**config.mk**
```make
export PLATFORM = sky130hd
export DESIGN_NAME = mailbox_port_arb
export DESIGN_NICKNAME = d
export VERILOG_FILES = /design/src/rtl/mailbox_port_arb.sv
export SDC_FILE = /design/constraint.sdc
export NUM_CORES = 1
export LEC_CHECK = 0
export CAP_MARGIN = 10
export CELL_PAD_IN_SITES_DETAIL_PLACEMENT = 1
export CELL_PAD_IN_SITES_GLOBAL_PLACEMENT = 2
export CORE_MARGIN = 10
export CORE_UTILIZATION = 19
export CTS_BUF_LIST = sky130_fd_sc_hd__clkbuf_8
export DETAILED_ROUTE_END_ITERATION = 6
export PLACE_DENSITY_LB_ADDON = 0.05
export SLEW_MARGIN = 25
export SYNTH_ARGS = -nofsm -noshare
export SYNTH_HDL_FRONTEND = slang
export SYNTH_SLANG_ARGS = --single-unit
```
**constraint.sdc**
```tcl
create_clock -name clk -period 1.7 [get_ports clk]
set_input_delay 0.17 -clock clk [delete_from_list [all_inputs] [get_ports clk]]
set_output_delay 0.17 -clock clk [all_outputs]
set_load 0.01 [all_outputs]
```
**src/rtl/mailbox_port_arb.sv**
```systemverilog
// Round-robin arbiter that shares one mailbox side port among NUM_REQ requesters.
// Each grant issues one strobed access, waits a bounded time for m_ready, then responds.
module mailbox_port_arb #(
  parameter int NUM_REQ = 4,
  parameter int TIMEOUT = 255
) (
  input  logic                  clk,
  input  logic                  reset,
  input  logic [NUM_REQ-1:0]    s_req,
  input  logic [NUM_REQ-1:0]    s_write,
  input  logic [NUM_REQ*6-1:0]  s_addr,
  input  logic [NUM_REQ*32-1:0] s_wdata,
  output logic [NUM_REQ-1:0]    s_ready,
  output logic [NUM_REQ-1:0]    s_err,
  output logic [31:0]           s_rdata,
  output logic                  m_write_out,
  output logic                  m_read_out,
  output logic [5:0]            m_addr,
  output logic [31:0]           m_wdata,
  input  logic                  m_ready,
  input  logic [31:0]           m_rdata,
  output logic [2:0]            grant_id,
  output logic                  busy
);

  typedef enum logic [1:0] {
    IDLE  = 2'd0,
    ISSUE = 2'd1,
    WAIT  = 2'd2,
    RESP  = 2'd3
  } state_t;

  localparam logic [7:0]         TIMEOUT_C  = 8'(TIMEOUT);
  localparam logic [2:0]         LAST_RST_C = 3'(NUM_REQ - 1);
  localparam logic [NUM_REQ-1:0] ONE_C      = NUM_REQ'(1);
  localparam logic [NUM_REQ-1:0] ZERO_C     = {NUM_REQ{1'b0}};

  state_t               state_r;
  logic [2:0]           last_grant_r;
  logic [2:0]           grant_id_r;
  logic [7:0]           cnt_r;
  logic [NUM_REQ-1:0]   s_ready_r;
  logic [NUM_REQ-1:0]   s_err_r;
  logic [31:0]          s_rdata_r;
  logic                 m_write_r;
  logic                 m_read_r;
  logic [5:0]           m_addr_r;
  logic [31:0]          m_wdata_r;
  logic                 busy_r;

  logic [2:0]           win_s;
  logic                 win_write_s;
  logic [5:0]           win_addr_s;
  logic [31:0]          win_wdata_s;
  logic [7:0]           cnt_inc_s;

  // First requesting index found scanning upward from the one after the last grant.
  function automatic logic [2:0] rr_pick(input logic [NUM_REQ-1:0] req, input logic [2:0] last);
    logic [2:0] pick;
    logic       found;
    logic       hit;
    int         cand;
    pick  = 3'd0;
    found = 1'b0;
    for (int i = 1; i <= NUM_REQ; i++) begin
      cand  = (int'(last) + i) % NUM_REQ;
      hit   = 1'(req >> cand);
      pick  = (!found && hit) ? 3'(cand) : pick;
      found = found | hit;
    end
    return pick;
  endfunction

  // Winner selection and saturating timeout increment.
  always_comb begin
    win_s       = rr_pick(s_req, last_grant_r);
    win_write_s = 1'(s_write >> win_s);
    win_addr_s  = 6'(s_addr >> (6 * int'(win_s)));
    win_wdata_s = 32'(s_wdata >> (32 * int'(win_s)));
    if (cnt_r == TIMEOUT_C) begin
      cnt_inc_s = cnt_r;
    end else begin
      cnt_inc_s = cnt_r + 8'd1;
    end
  end

  // Transaction FSM; every output is a flop updated here.
  always_ff @(posedge clk) begin
    if (reset) begin
      state_r      <= IDLE;
      last_grant_r <= LAST_RST_C;
      grant_id_r   <= 3'd0;
      cnt_r        <= 8'd0;
      s_ready_r    <= ZERO_C;
      s_err_r      <= ZERO_C;
      s_rdata_r    <= 32'd0;
      m_write_r    <= 1'b0;
      m_read_r     <= 1'b0;
      m_addr_r     <= 6'd0;
      m_wdata_r    <= 32'd0;
      busy_r       <= 1'b0;
    end else begin
      s_ready_r <= ZERO_C;
      s_err_r   <= ZERO_C;
      case (state_r)
        IDLE: begin
          if (|s_req) begin
            grant_id_r <= win_s;
            m_write_r  <= win_write_s;
            m_read_r   <= ~win_write_s;
            m_addr_r   <= win_addr_s;
            m_wdata_r  <= win_wdata_s;
            busy_r     <= 1'b1;
            state_r    <= ISSUE;
          end else begin
            busy_r     <= 1'b0;
            state_r    <= IDLE;
          end
        end
        ISSUE: begin
          cnt_r   <= 8'd0;
          state_r <= WAIT;
        end
        WAIT: begin
          if (m_ready) begin
            if (!m_write_r) begin
              s_rdata_r <= m_rdata;
            end else begin
              s_rdata_r <= s_rdata_r;
            end
            m_write_r <= 1'b0;
            m_read_r  <= 1'b0;
            s_ready_r <= ONE_C << grant_id_r;
            state_r   <= RESP;
          end else if (cnt_inc_s == TIMEOUT_C) begin
            // Give up: the pulse goes out on s_err instead of s_ready.
            cnt_r     <= cnt_inc_s;
            m_write_r <= 1'b0;
            m_read_r  <= 1'b0;
            s_err_r   <= ONE_C << grant_id_r;
            state_r   <= RESP;
          end else begin
            cnt_r     <= cnt_inc_s;
            state_r   <= WAIT;
          end
        end
        RESP: begin
          last_grant_r <= grant_id_r;
          busy_r       <= 1'b0;
          state_r      <= IDLE;
        end
        default: begin
          m_write_r <= 1'b0;
          m_read_r  <= 1'b0;
          busy_r    <= 1'b0;
          state_r   <= IDLE;
        end
      endcase
    end
  end

  assign s_ready     = s_ready_r;
  assign s_err       = s_err_r;
  assign s_rdata     = s_rdata_r;
  assign m_write_out = m_write_r;
  assign m_read_out  = m_read_r;
  assign m_addr      = m_addr_r;
  assign m_wdata     = m_wdata_r;
  assign grant_id    = grant_id_r;
  assign busy        = busy_r;

endmodule

```
Yosys cells after proc, flatten, opt, wreduce, memory -nomap -nowiden
Index checks and enable logic that the tools add are counted.
{ "classes": {"addsub": 5, "mul": 1, "eq_ne": 8, "n_shift": 8, "muxes": 19, "bitwise": 11, "n_reduce_logical": 21} }
{ "ops": {"columns": ["operator", "count"], "rows": [
  ["$shr A128 B8 Y32", 1],
  ["$shr A4 B32 Y1", 4],
  ["$shr A24 B6 Y6", 1],
  ["$eq A8 B8 Y1 const B", 2],
  ["$mux W8", 2],
  ["$pmux W8 S2", 1],
  ["$mux W3", 4],
  ["$add A8 B1 Y8 const B", 1],
  ["$mux W1", 8],
  ["$pmux W2 S4", 1],
  ["$reduce_or A2 Y1", 4],
  ["$reduce_or A4 Y1", 2],
  ["$pmux W1 S2", 3],
  ["$reduce_and A3 Y1", 2],
  ["$reduce_bool A2 Y1", 3],
  ["$mul A2 B3 Y5 const A", 1],
  ["$not A1 Y1", 5],
  ["$add A2 B1 Y2 const B", 2],
  ["$add A2 B2 Y2 const B", 2],
  ["$and A1 B1 Y1 const A", 4],
  ["$eq A2 B2 Y1 const B", 2],
  ["$ne A2 B2 Y1 const B", 2],
  ["$reduce_and A2 Y1", 2],
  ["$shl A1 B3 Y4 const A", 1],
  ["other kinds (8)", 13]
]} }
{ "word_totals": {"register_bits": 96, "input_bits": 195, "out_inout_bits": 84, "wordCells": 85} }

Depth between registers and ports, before layout
Gate-level depths: netlist (run 1).
{ "logic_depth": {"ltp_word": 13, "mapped_depth": 9} }

Least setup slack after synthesis (run 1)
No wires, ideal clock.
{ "synth_path": {"kind": "reg2reg", "startpoint": "register cnt_r[1]", "endpoint": "register s_err_r[0] (netlist: s_err[0])", "arrival_time_ns": 1.789, "required_time_ns": 1.612, "path_slack_ns": -0.177, "stages_incl_launch_ff": 8, "path_buffers": 1, "period_less_slack_ns": 1.877, "cell_sequence": "dfxtp_1 > ha_1 > buf_2 > and3_2 > xnor2_1 > o22a_1 > or3_1 > nor4_2"} }
{ "synth_between": {"elab_chain_len": 5} }
{ "synth_rtl": {"columns": ["item", "line", "text"], "rows": [
  ["start, declared", "41", "logic [7:0] cnt_r;"],
  ["start signal, assigned", "137", "cnt_r <= cnt_inc_s;"],
  ["start signal, assigned", "143", "cnt_r <= cnt_inc_s;"],
  ["$add A8 B1 Y8 or $eq A8 B8 Y1 (tied branches)", "83, 80", null],
  ["$mux W8 *", "80", "if (cnt_r == TIMEOUT_C) begin"],
  ["$eq A8 B8 Y1 *", "135", "end else if (cnt_inc_s == TIMEOUT_C) begin"],
  ["$not A1 Y1 (no line) *", null, null],
  ["$reduce_or A4 Y1 (no line) *", null, null],
  ["end signal, assigned", "140", "s_err_r <= ONE_C << grant_id_r;"],
  ["end, declared", "43", "logic [NUM_REQ-1:0] s_err_r;"]
]} }
Every way passes the cells marked *; elsewhere a longest branch is shown, timed or not.
A chain may end at the register's enable or synchronous reset.

Worst setup path in the final report (run 1)
{ "layout_path": {"startpoint": "register cnt_r[1]", "endpoint": "register s_err_r[3] (netlist: s_err[3])"} }
The elaborated chain is that of the path after synthesis.

==> results.md, run 1 <==
* Outcome: finished, violations left
* Failing checks: setup timing
* Fin nets at approximately 1100
* Register share of total power at 0.313
* Layout Cells excl Fill at approximately 1200
* Crit path cell chain: ha_4, and3_4, xnor2_1, o22a_1, or3_4, buf_6, nor3_2
* Routed vias/inst at roughly 4.4
* I/O Buffers at roughly 280
* Dpl cells at about 1100
* Final clock skew at about 0.015 ns
* Sw Ratio at 0.365
* Largest area contributor in the netlist: dfxtp_1
* Via count at 5312
* Post-synthesis sequential area ratio at 0.403
* Comb power frac at 0.521
* Clock Sinks at 95
* WL/cell at approximately 21 microns
* Crit path DAT at between 2 and 2.5 ns
* Layout cell share with drive strength beyond 1 at 0.234
* Num CTS Buffers at 9
* Asr flop ratio synth at 0
* Max_cap viols at 0
* First-pass GRT wire length at roughly 35 mm
* Dpl ws at -0.616 ns
* Total power at ~10 mW
* Clock power share at 0.166
* Yosys warnings at 0
* Die Ht at 178 microns
* Critical path required time at just over 2 ns
* Final instance area at around 9400 sq um
* Htree depth at 3
* CP max stage cell: or3_4
* Fillers at 2750
* Syn nets at between 700 and 800
* Remaining Overflow, GRT at 0
* Main synth FF type: dfxtp_1
* Pint at approximately 6.2 mW
* Leak at 3.50 nW
* Syn Std Cell Area at between 4000 and 5000 sq um
* Die width at 178 microns
* Crit Path Max Fanout at 5
* Row cnt at between 50 and 60
* GPL Wtd Cong at about 0.79
* # hold bufs at CTS at 0
* PD cells at between 1000 and 1500 nW/um^2
* Largest net degree at the start of global routing at 39
* Period utilisation layout at 1.05
* Dpl cell area at approximately 8300 sq um
* Initial Utilization at 0.194
* Worst vdd ir at approximately 0.35 mV
* Max clock buf depth at 2
* Clock root cell: clkbuf_8
* Setup ws final at -0.0768 ns
* Synth cell types at 57
* Area share of the leading cell type in the synthesized netlist at 0.403
* Mean post-synth cell area at 8.99 sq um
* Final Hold Vio Count at 0
* CP Launch Type: register
* CP delay by family, top: simple AND/OR/NAND/NOR gates
* Skew-Pair Late Insertion Delay at between 0.3 and 0.4 ns
* Area growth syn-to-layout at 99.7%
* Drc violations at 0
* Ports at roughly 280
* Tmin final at about 1.8 ns
* Number of synthesized flops with an enable pin at 0
* Psw at around 3.5 mW
* Total GRT Usage at 0.146
* WP buf/inv at 1
* Synthesis-stage register bit count at 95
* Crit path largest cell delay at 0.45 ns
* Total wire length at between 20 and 30 mm
* Critical path capture point type: register
* Worst min path class: in -> reg
* RSZ-0062 raised after global routing: true
* Core area at around 24000 sq um
* Antenna viol nets, final at 0
* Top post-synthesis cells by area: dfxtp_1 40%, mux2i_1 16%, nand2_1 8.9%
* First-pass DRT Iterations at 4
* FMAX at 563 MHz
* DRT iter0 DRCs at roughly 140
* CTS clk-pin slew, worst paths at approximately 0.12 ns
* Die area at between 30000 and 40000 sq um
* Final Max Tran Viols at 0
* Setup-failing EPs final at 25
* Mapped Cells at 525
* Hpwl dp at 18.9 mm
* Vias in the first global route at ~5900
* Initial antenna violation count at 6
* TritonCTS clock tree: done
* Crit Path Class: reg -> reg
power groups by stage:
stage | combinational [mW] | clock, mW | sequential [mW]
floorplan | 1.62 | 0 | 3.24
global placement | 4.25 | 0 | 3.04
detailed placement | 4.30 | 0 | 3.07
CTS | 4.59 | 1.70 | 3.04
global route | 5.48 | 1.78 | 3.10
finish | 5.07 | 1.61 | 3.04
per-layer routing:
layer	global-route usage	vias up	part of all wire
met5	0	-	0.0010
met4	0.0413	4	0.015
met3	0.0818	23	0.12
met2	0.254	189	0.50
met1	0.147	2511	0.36
li1	-	2585	-
stage by stage:
stage          TNS [ns]  hold slack [ns]  utilization
6_report         -0.562            0.217        0.387
5_1_grt           -4.05            0.236        0.386
4_1_cts           -2.01            0.227        0.362
3_5_place_dp     -20.56            0.448        0.341
3_3_place_gp     -17.41            0.441        0.341
2_1_floorplan         0            0.306            -
layout by cell type, fill, tap and decap left out, types with 13 or more instances in the layout:
master	count
clkdlybuf4s50_1	274
nand2_1	112
dfxtp_1	83
buf_4	49
mux2i_1	48
a21oi_1	38
o221ai_1	28
mux2i_2	23
nor2_1	14
buf_6	13
sequential cells by signal, summed over array words and instances, names as in the netlist:
register,cells
busy,1
cnt_r,8
grant_id,2
last_grant_r,2
m_addr,6
m_read_out,1
m_wdata,32
m_write_out,1
s_err,4
s_rdata,32
s_ready,4
state_r,2
layout make-up:
class | count | area, sq um | area share
diodes | 3 | 7.51 | 0.000796
repair buffers | 368 | 3900 | 0.413
flip-flops and latches | 95 | 1920 | 0.204
clock inverters | 7 | 71.3 | 0.00756
inverters | 7 | 26.3 | 0.00279
multi-input cells | 381 | 2970 | 0.315
clock buffers | 9 | 124 | 0.0131
well taps | 324 | 405 | 0.0430
Yosys cell counts (all sizes together) (5+ instances only):
library cell    n
buf            21
nand2         112
o221ai         38
nor3            9
nand2b          6
a21oi          42
ha              5
mux2i          77
o21ai           7
dfxtp          95
clkbuf         21
nor2b           6
nor2           20
inv             7
path summary, 6_finish.rpt:
| path | start | to | slack (ns) | cells after the start |
|---|---|---|---|---|
| max | cnt_r[1] | s_err[3] | -0.08 | 7 |
| min | reset | s_rdata[31] | 0.22 | 3 |
| max reg2reg | cnt_r[1] | s_err[3] | -0.08 | 7 |
| min reg2reg | s_rdata[13] | s_rdata[13] | 0.46 | 2 |
repair_timing:
action / 4_1_cts / 5_1_grt
cloned: 4 / 9
endpoints found under the setup margin: 48 / 53
pin swaps: 15 / 22
setup buffers: 6 / 8
resized for setup: 38 / 82
worst reg2reg max path, delay by kind of cell (launching register included):
| family | cells | cell delay (ns) |
|---|---|---|
| XOR/XNOR | 1 | 0.12 |
| AND/OR/NAND/NOR | 3 | 0.69 |
| AO/OA/AOI/OAI | 1 | 0.20 |
| flip-flops | 1 | 0.37 |
| buffers and inverters | 1 | 0.15 |
| adder cells (fa/ha/maj) | 1 | 0.18 |
cells by family after synthesis:
| group | share of synthesized area |
|---|---|
| AO/OA/AOI/OAI | 0.180 |
| XOR/XNOR | 0.00371 |
| adder cells (fa/ha/maj) | 0.0132 |
| buffers and inverters | 0.0559 |
| flip-flops | 0.403 |
| multiplexers | 0.163 |
| other | 0.000794 |
| AND/OR/NAND/NOR | 0.180 |
Note: power is estimated with default switching activity, not from simulation.
==> inputs of run 2 (changes only) <==
--- a/config.mk
+++ b/config.mk
@@ -12,6 +12,7 @@
 export CORE_UTILIZATION = 19
 export CTS_BUF_LIST = sky130_fd_sc_hd__clkbuf_8
 export DETAILED_ROUTE_END_ITERATION = 6
+export MAX_ROUTING_LAYER = met4
 export PLACE_DENSITY_LB_ADDON = 0.05
 export SLEW_MARGIN = 25
 export SYNTH_ARGS = -nofsm -noshare
==> run 2 against run 1 <==
Against the previous run: the run still ends with setup timing left; wire length increased by 1.2%; total power increased by 0.65%; sequential cell count unchanged; clock-buffer cell count unchanged; via count decreased by 0.23%; critical path depth unchanged; register-to-register slack improved by 0.02 ns; sequential power about the same; die area unchanged; first-iteration DRC count increased by 23%; setup slack improved by 0.020 ns; final area increased by 0.58%; critical endpoint unchanged; largest power group unchanged.
==> results.md, run 2 (synthesis results as in run 1) <==
* Outcome: finished, violations left
* Failing checks: setup timing
* Dpl cells at 1149 (unchanged)
* Tmin final at 1.76 ns (-0.0200 ns)
* TNS Setup at -0.478 ns (+0.0841 ns)
* Layout cell share with drive strength beyond 1 at 0.244 (+0.0101)
* Crit path launch: cnt_r[1]
* First-pass DRT Iterations at 4 (unchanged)
* Total wire length at 25.4 mm (+1.2%)
* Final clock skew at 0.0128 ns (-0.00183 ns)
* Dpl ws at -0.616 ns (unchanged)
* Max clock buf depth at 2 (unchanged)
* Drc violations at 0 (unchanged)
* Htree depth at 3 (unchanged)
* Worst vdd ir at 0.357 mV (+3.0%)
* Total GRT Usage at 0.150 (+0.00427)
* Routed vias/inst at 4.42 (-0.64%)
* WL/cell at 21.2 microns (+0.80%)
* Crit path DAT at 2.08 ns (-0.02 ns)
* Row cnt at 57 (unchanged)
* Most frequent cells in the layout: 274 x clkdlybuf4s50_1, 112 x nand2_1, 83 x dfxtp_1
* First-pass GRT wire length at 35.2 mm (-0.31%)
* R2R depth at 7 (unchanged)
* Period utilisation layout at 1.03 (-0.0117)
* Max_cap viols at 0 (unchanged)
* Final Hold Vio Count at 0 (unchanged)
* Ports at 279 (unchanged)
* Total power at 9.78 mW (+0.65%)
* Dpl cell area at 8310 sq um (unchanged)
* CP Launch Type: register
* Worst min path class: in -> reg
* Reg-to-Reg End: s_err[3]
* I/O Buffers at 277 (unchanged)
* Initial antenna violation count at 6 (unchanged)
* Via count at 5300 (-0.23%)
* Clock Sinks at 95 (unchanged)
* GPL Wtd Cong at 0.800 (+1.4%)
* Crit Path Max Fanout at 4 (-1)
* TritonCTS clock tree: done
* Critical path required time at 2.02 ns (about the same)
* Fin nets at 1063 (+0.094%)
* CTS clk-pin slew, worst paths at 0.12 ns (about the same)
* Core area at 24400 sq um (unchanged)
* PD cells at 1030 nW/um^2 (about the same)
* # hold bufs at CTS at 0 (unchanged)
* Die width at 178 microns (unchanged)
* Final Max Tran Viols at 0 (unchanged)
* Clock root cell: clkbuf_8
* Antenna viol nets, final at 0 (unchanged)
* Initial Utilization at 0.194 (unchanged)
* Hpwl dp at 18.9 mm (unchanged)
* Final Util at 0.389 (+0.00226)
* Vias in the first global route at 5879 (+0.46%)
* R2R setup slack at -0.06 ns (+0.02 ns)
* Die area at 31600 sq um (unchanged)
* Skew-Pair Late Insertion Delay at 0.39 ns (about the same)
* FMAX at 569 MHz (+1.1%)
* Critical path capture point type: register
* Die Ht at 178 microns (unchanged)
* Commonest non-fill, non-tap cell in the layout: clkdlybuf4s50_1
* Final instance area at 9490 sq um (+0.58%)
* Area growth syn-to-layout at 101%
* Setup-failing EPs final at 23 (-8.0%)
* Crit Path Class: reg -> reg
* Hold Slack at 0.229 ns (+0.0115 ns)
* Setup ws final at -0.0568 ns (+0.0200 ns)
* Origin of the critical flop-to-flop path: cnt_r[1]
* Layout Cells excl Fill at 1199 (+0.42%)
* Leak at 3.51 nW (+0.24%)
* Remaining Overflow, GRT at 0 (unchanged)
* DRT iter0 DRCs at 174 (+23%)
* Num CTS Buffers at 9 (unchanged)
* Worst setup endpoint: s_err[3]
* Largest net degree at the start of global routing at 39 (unchanged)
* RSZ-0062 raised after global routing: true
==> run 2: timing repair <==
action                     CTS  global route
buffers inserted             6             9
setup endpoints to repair   48            53
gates resized for setup     38            87
gates cloned                 4             9
pin swaps                   15            19
==> run 2: worst min-delay path by stage <==
stage,from,cells past startpoint,end,slack (ns)
3_5_place_dp,s_rdata[13],2,s_rdata[13],0.45
6_report,reset,3,s_rdata[0],0.23
2_1_floorplan,m_rdata[0],2,s_rdata[0],0.31
5_1_grt,reset,3,s_rdata[2],0.24
4_1_cts,reset,3,s_rdata[3],0.23
3_3_place_gp,s_rdata[1],2,s_rdata[1],0.44
==> run 2: critical path: stages, from the launching register on <==
cell and delay [ns]:
dfxtp_4 0.37, ha_4 0.28, inv_4 0.04, o22ai_2 0.20, a311oi_4 0.15, or3_4 0.40
buf_6 0.14, nor3_2 0.09
==> run 2: cell type report <==
class                      instances  area, sq um
clock inverter                     7         71.3
timing repair buffer             369         3910
inverter                           7         28.8
fill                            2743        14900
tap                              324          405
antenna                            7         17.5
clock buffer                       9          124
multi-input combinational        381         3010
sequential                        95         1920
==> run 2: per-layer routing <==
layer  vias to the layer above  part of all wire  GRT usage
li1                       2589                 -          -
met1                      2498              0.38      0.153
met2                       195              0.50      0.254
met3                        18              0.10     0.0735
met4                         0             0.015     0.0413
met5                         -                 0          -
==> run 2: where the power goes <==
| part | switching [mW] | internal, mW |
|---|---|---|
| sequential | 0.311 | 2.72 |
| clock | 1.02 | 0.586 |
| combinational | 2.24 | 2.89 |
| total | 3.57 | 6.21 |
==> inputs of run 3 (changes only) <==
--- a/config.mk
+++ b/config.mk
@@ -8,7 +8,6 @@
 export CAP_MARGIN = 10
 export CELL_PAD_IN_SITES_DETAIL_PLACEMENT = 1
 export CELL_PAD_IN_SITES_GLOBAL_PLACEMENT = 2
-export CORE_MARGIN = 10
 export CORE_UTILIZATION = 19
 export CTS_BUF_LIST = sky130_fd_sc_hd__clkbuf_8
 export DETAILED_ROUTE_END_ITERATION = 6
==> run 3 against run 2 <==
Against the previous run: first-iteration DRC count is 29% lower; clock-buffer cell count stayed put; worst hold slack worse by 0.028 ns; wire length is 17% lower; the flow still finishes with violations (setup timing); utilization is 1.8 points lower; global-route usage is 1.3 points higher; final area is 4.8% lower; register-to-register slack better by 0.02 ns.
==> results.md, run 3 (synthesis results as in run 1) <==
* Outcome: finished, violations left
* Failing checks: setup timing
* Crit Path Class: reg -> reg
* Worst Hold Depth at 3 (unchanged)
* Comb power frac at 0.503 (-0.022)
* CP Launch Type: register
* Crit path DAT at 2.04 ns (-0.04 ns)
* Initial antenna violation count at 1 (-5)
* Die area at 25500 sq um (-19%)
* Most frequent cells in the layout: 275 x clkdlybuf4s50_1, 112 x nand2_1, 82 x dfxtp_1
* Crit Path Max Fanout at 5 (+1)
* Register share of total power at 0.331 (+0.021)
* Htree depth at 3 (unchanged)
* Antenna viol nets, final at 0 (unchanged)
* Reg-to-Reg End: state_r[0]
* Via count at 5253 (-0.89%)
* Setup ws final at -0.0394 ns (+0.0175 ns)
* Skew-Pair Late Insertion Delay at 0.38 ns (about the same)
* # hold bufs at CTS at 0 (unchanged)
* Ports at 279 (unchanged)
* Psw at 3.32 mW (-7.0%)
* Leak at 3.41 nW (-2.8%)
* Routed vias/inst at 4.47 (+1.1%)
* First-pass GRT wire length at 31.4 mm (-11%)
* TNS Setup at -0.205 ns (+0.273 ns)
* Remaining Overflow, GRT at 0 (unchanged)
* WL/cell at 18.0 microns (-15%)
* First-pass DRT Iterations at 4 (unchanged)
* HP Start: reset
* Area growth syn-to-layout at 91.2%
* Critical path capture point type: register
* Largest net degree at the start of global routing at 39 (unchanged)
* Hold Slack at 0.201 ns (-0.0279 ns)
* Total wire length at 21.2 mm (-17%)
* Total power at 9.25 mW (-5.4%)
* Worst min path class: in -> reg
* Final instance area at 9030 sq um (-4.8%)
* Worst vdd ir at 0.345 mV (-3.4%)
* WHS Endpoint: cnt_r[0]
* Max clock buf depth at 2 (unchanged)
* I/O Buffers at 277 (unchanged)
* CTS clk-pin slew, worst paths at 0.11 ns (about the same)
* Layout cell share with drive strength beyond 1 at 0.190 (-0.0539)
* DRT iter0 DRCs at 123 (-29%)
* Crit path cell chain: ha_4, and3_4, xnor2_1, o22a_1, or3_4, a211oi_2
* Tmin final at 1.74 ns (-0.0175 ns)
* Vias in the first global route at 5722 (-2.7%)
* FMAX at 575 MHz (+1.0%)
* CP max stage cell: or3_4
* Commonest non-fill, non-tap cell in the layout: clkdlybuf4s50_1
* Dpl cell area at 8260 sq um (-0.63%)
* Setup-failing EPs final at 20 (-13%)
* WP buf/inv at 0 (-2)
* PD cells at 1020 nW/um^2 (-0.59%)
* Hpwl dp at 15.8 mm (-17%)
* Clock power share at 0.166 (about the same)
* Initial Utilization at 0.194 (+0.000568)
* Final clock skew at 0.0120 ns (-0.000791 ns)
* Period utilisation layout at 1.02 (-0.0103)
* Num CTS Buffers at 9 (unchanged)
* Clock root cell: clkbuf_8
* Critical path required time at 2.00 ns (-0.02 ns)
* Origin of the critical flop-to-flop path: cnt_r[0]
* R2R depth at 6 (-1)
* Die width at 160 microns (-10%)
* Drc violations at 0 (unchanged)
* Sw Ratio at 0.359 (-0.00626)
* Final Max Tran Viols at 0 (unchanged)
* Die Ht at 160 microns (-10%)
* Pint at 5.93 mW (-4.4%)
* Row cnt at 57 (unchanged)
* R2R setup slack at -0.04 ns (+0.02 ns)
* Core area at 24300 sq um (-0.29%)
* Crit path largest cell delay at 0.46 ns (+0.06 ns)
* GPL Wtd Cong at 0.807 (+0.96%)
* RSZ-0062 raised after global routing: true
* Fin nets at 1046 (-1.6%)
* Final Hold Vio Count at 0 (unchanged)
* CP delay by family, top: simple AND/OR/NAND/NOR gates
* Fillers at 2756 (+0.47%)
* TritonCTS clock tree: done
* Total GRT Usage at 0.163 (+0.0130)
* Max_cap viols at 0 (unchanged)
* Clock Sinks at 95 (unchanged)
[run 3: power by group through the flow]
stage	Sequential [mW]	Combinational [mW]	Clock [mW]
2_1_floorplan	3.24	1.62	0
3_3_place_gp	3.07	4.10	0
3_5_place_dp	3.09	4.14	0
4_1_cts	3.06	4.27	1.65
5_1_grt	3.14	5.00	1.72
6_report	3.06	4.65	1.54
[run 3: worst max-delay path by stage]
stage,start,end,slack (ns),depth (start not counted)
after global placement,s_req[1],m_wdata[11],-0.41,8
after CTS,last_grant_r[0],m_wdata[16],-0.05,7
after floorplan,cnt_r[1],state_r[0],0.006,7
final,cnt_r[0],state_r[0],-0.04,6
after detailed placement,s_req[1],m_wdata[10],-0.49,8
after global routing,last_grant_r[0],m_addr[3],-0.1,7
[run 3: layer usage]
metal / up-vias / part of all wire / global-route usage
met3: 19 / 0.087 / 0.0566
li1: 2536 / - / -
met5: - / 0 / -
met1: 2504 / 0.39 / 0.169
met4: 0 / 0.018 / 0.0586
met2: 194 / 0.50 / 0.285
[run 3: cell type report]
| type | instances | area, sq um | share of cell area |
|---|---|---|---|
| timing repair buffer | 352 | 3630 | 0.402 |
| clock inverter | 7 | 61.3 | 0.00679 |
| inverter | 7 | 26.3 | 0.00291 |
| multi-input combinational | 381 | 2850 | 0.316 |
| tap | 324 | 405 | 0.0449 |
| sequential | 95 | 1930 | 0.214 |
| clock buffer | 9 | 124 | 0.0137 |
| antenna | 1 | 2.50 | 0.000277 |
[run 3: metrics by stage]
stage          setup WS (ns)  utilization  cells
6_report             -0.0394        0.371   1176
5_1_grt              -0.0970        0.371   1176
4_1_cts              -0.0490        0.356   1166
3_5_place_dp          -0.490        0.340   1137
3_3_place_gp          -0.406        0.340   1137
2_1_floorplan        0.00609            -    525
[run 3: worst reg2reg max path: cells and delay by family, from the launching register on]
family	cells	cell delay (ns)
AND/OR/NAND/NOR	2	0.61
AO/OA/AOI/OAI	2	0.40
flip-flops	1	0.37
adder cells (fa/ha/maj)	1	0.17
XOR/XNOR	1	0.12
[run 3: repair_timing]
action                                  in CTS  in global routing
buffers inserted                            13                  3
gates cloned                                 0                  6
endpoints found under the setup margin      49                 50
pin swaps                                   15                 12
resized for setup                           26                 47
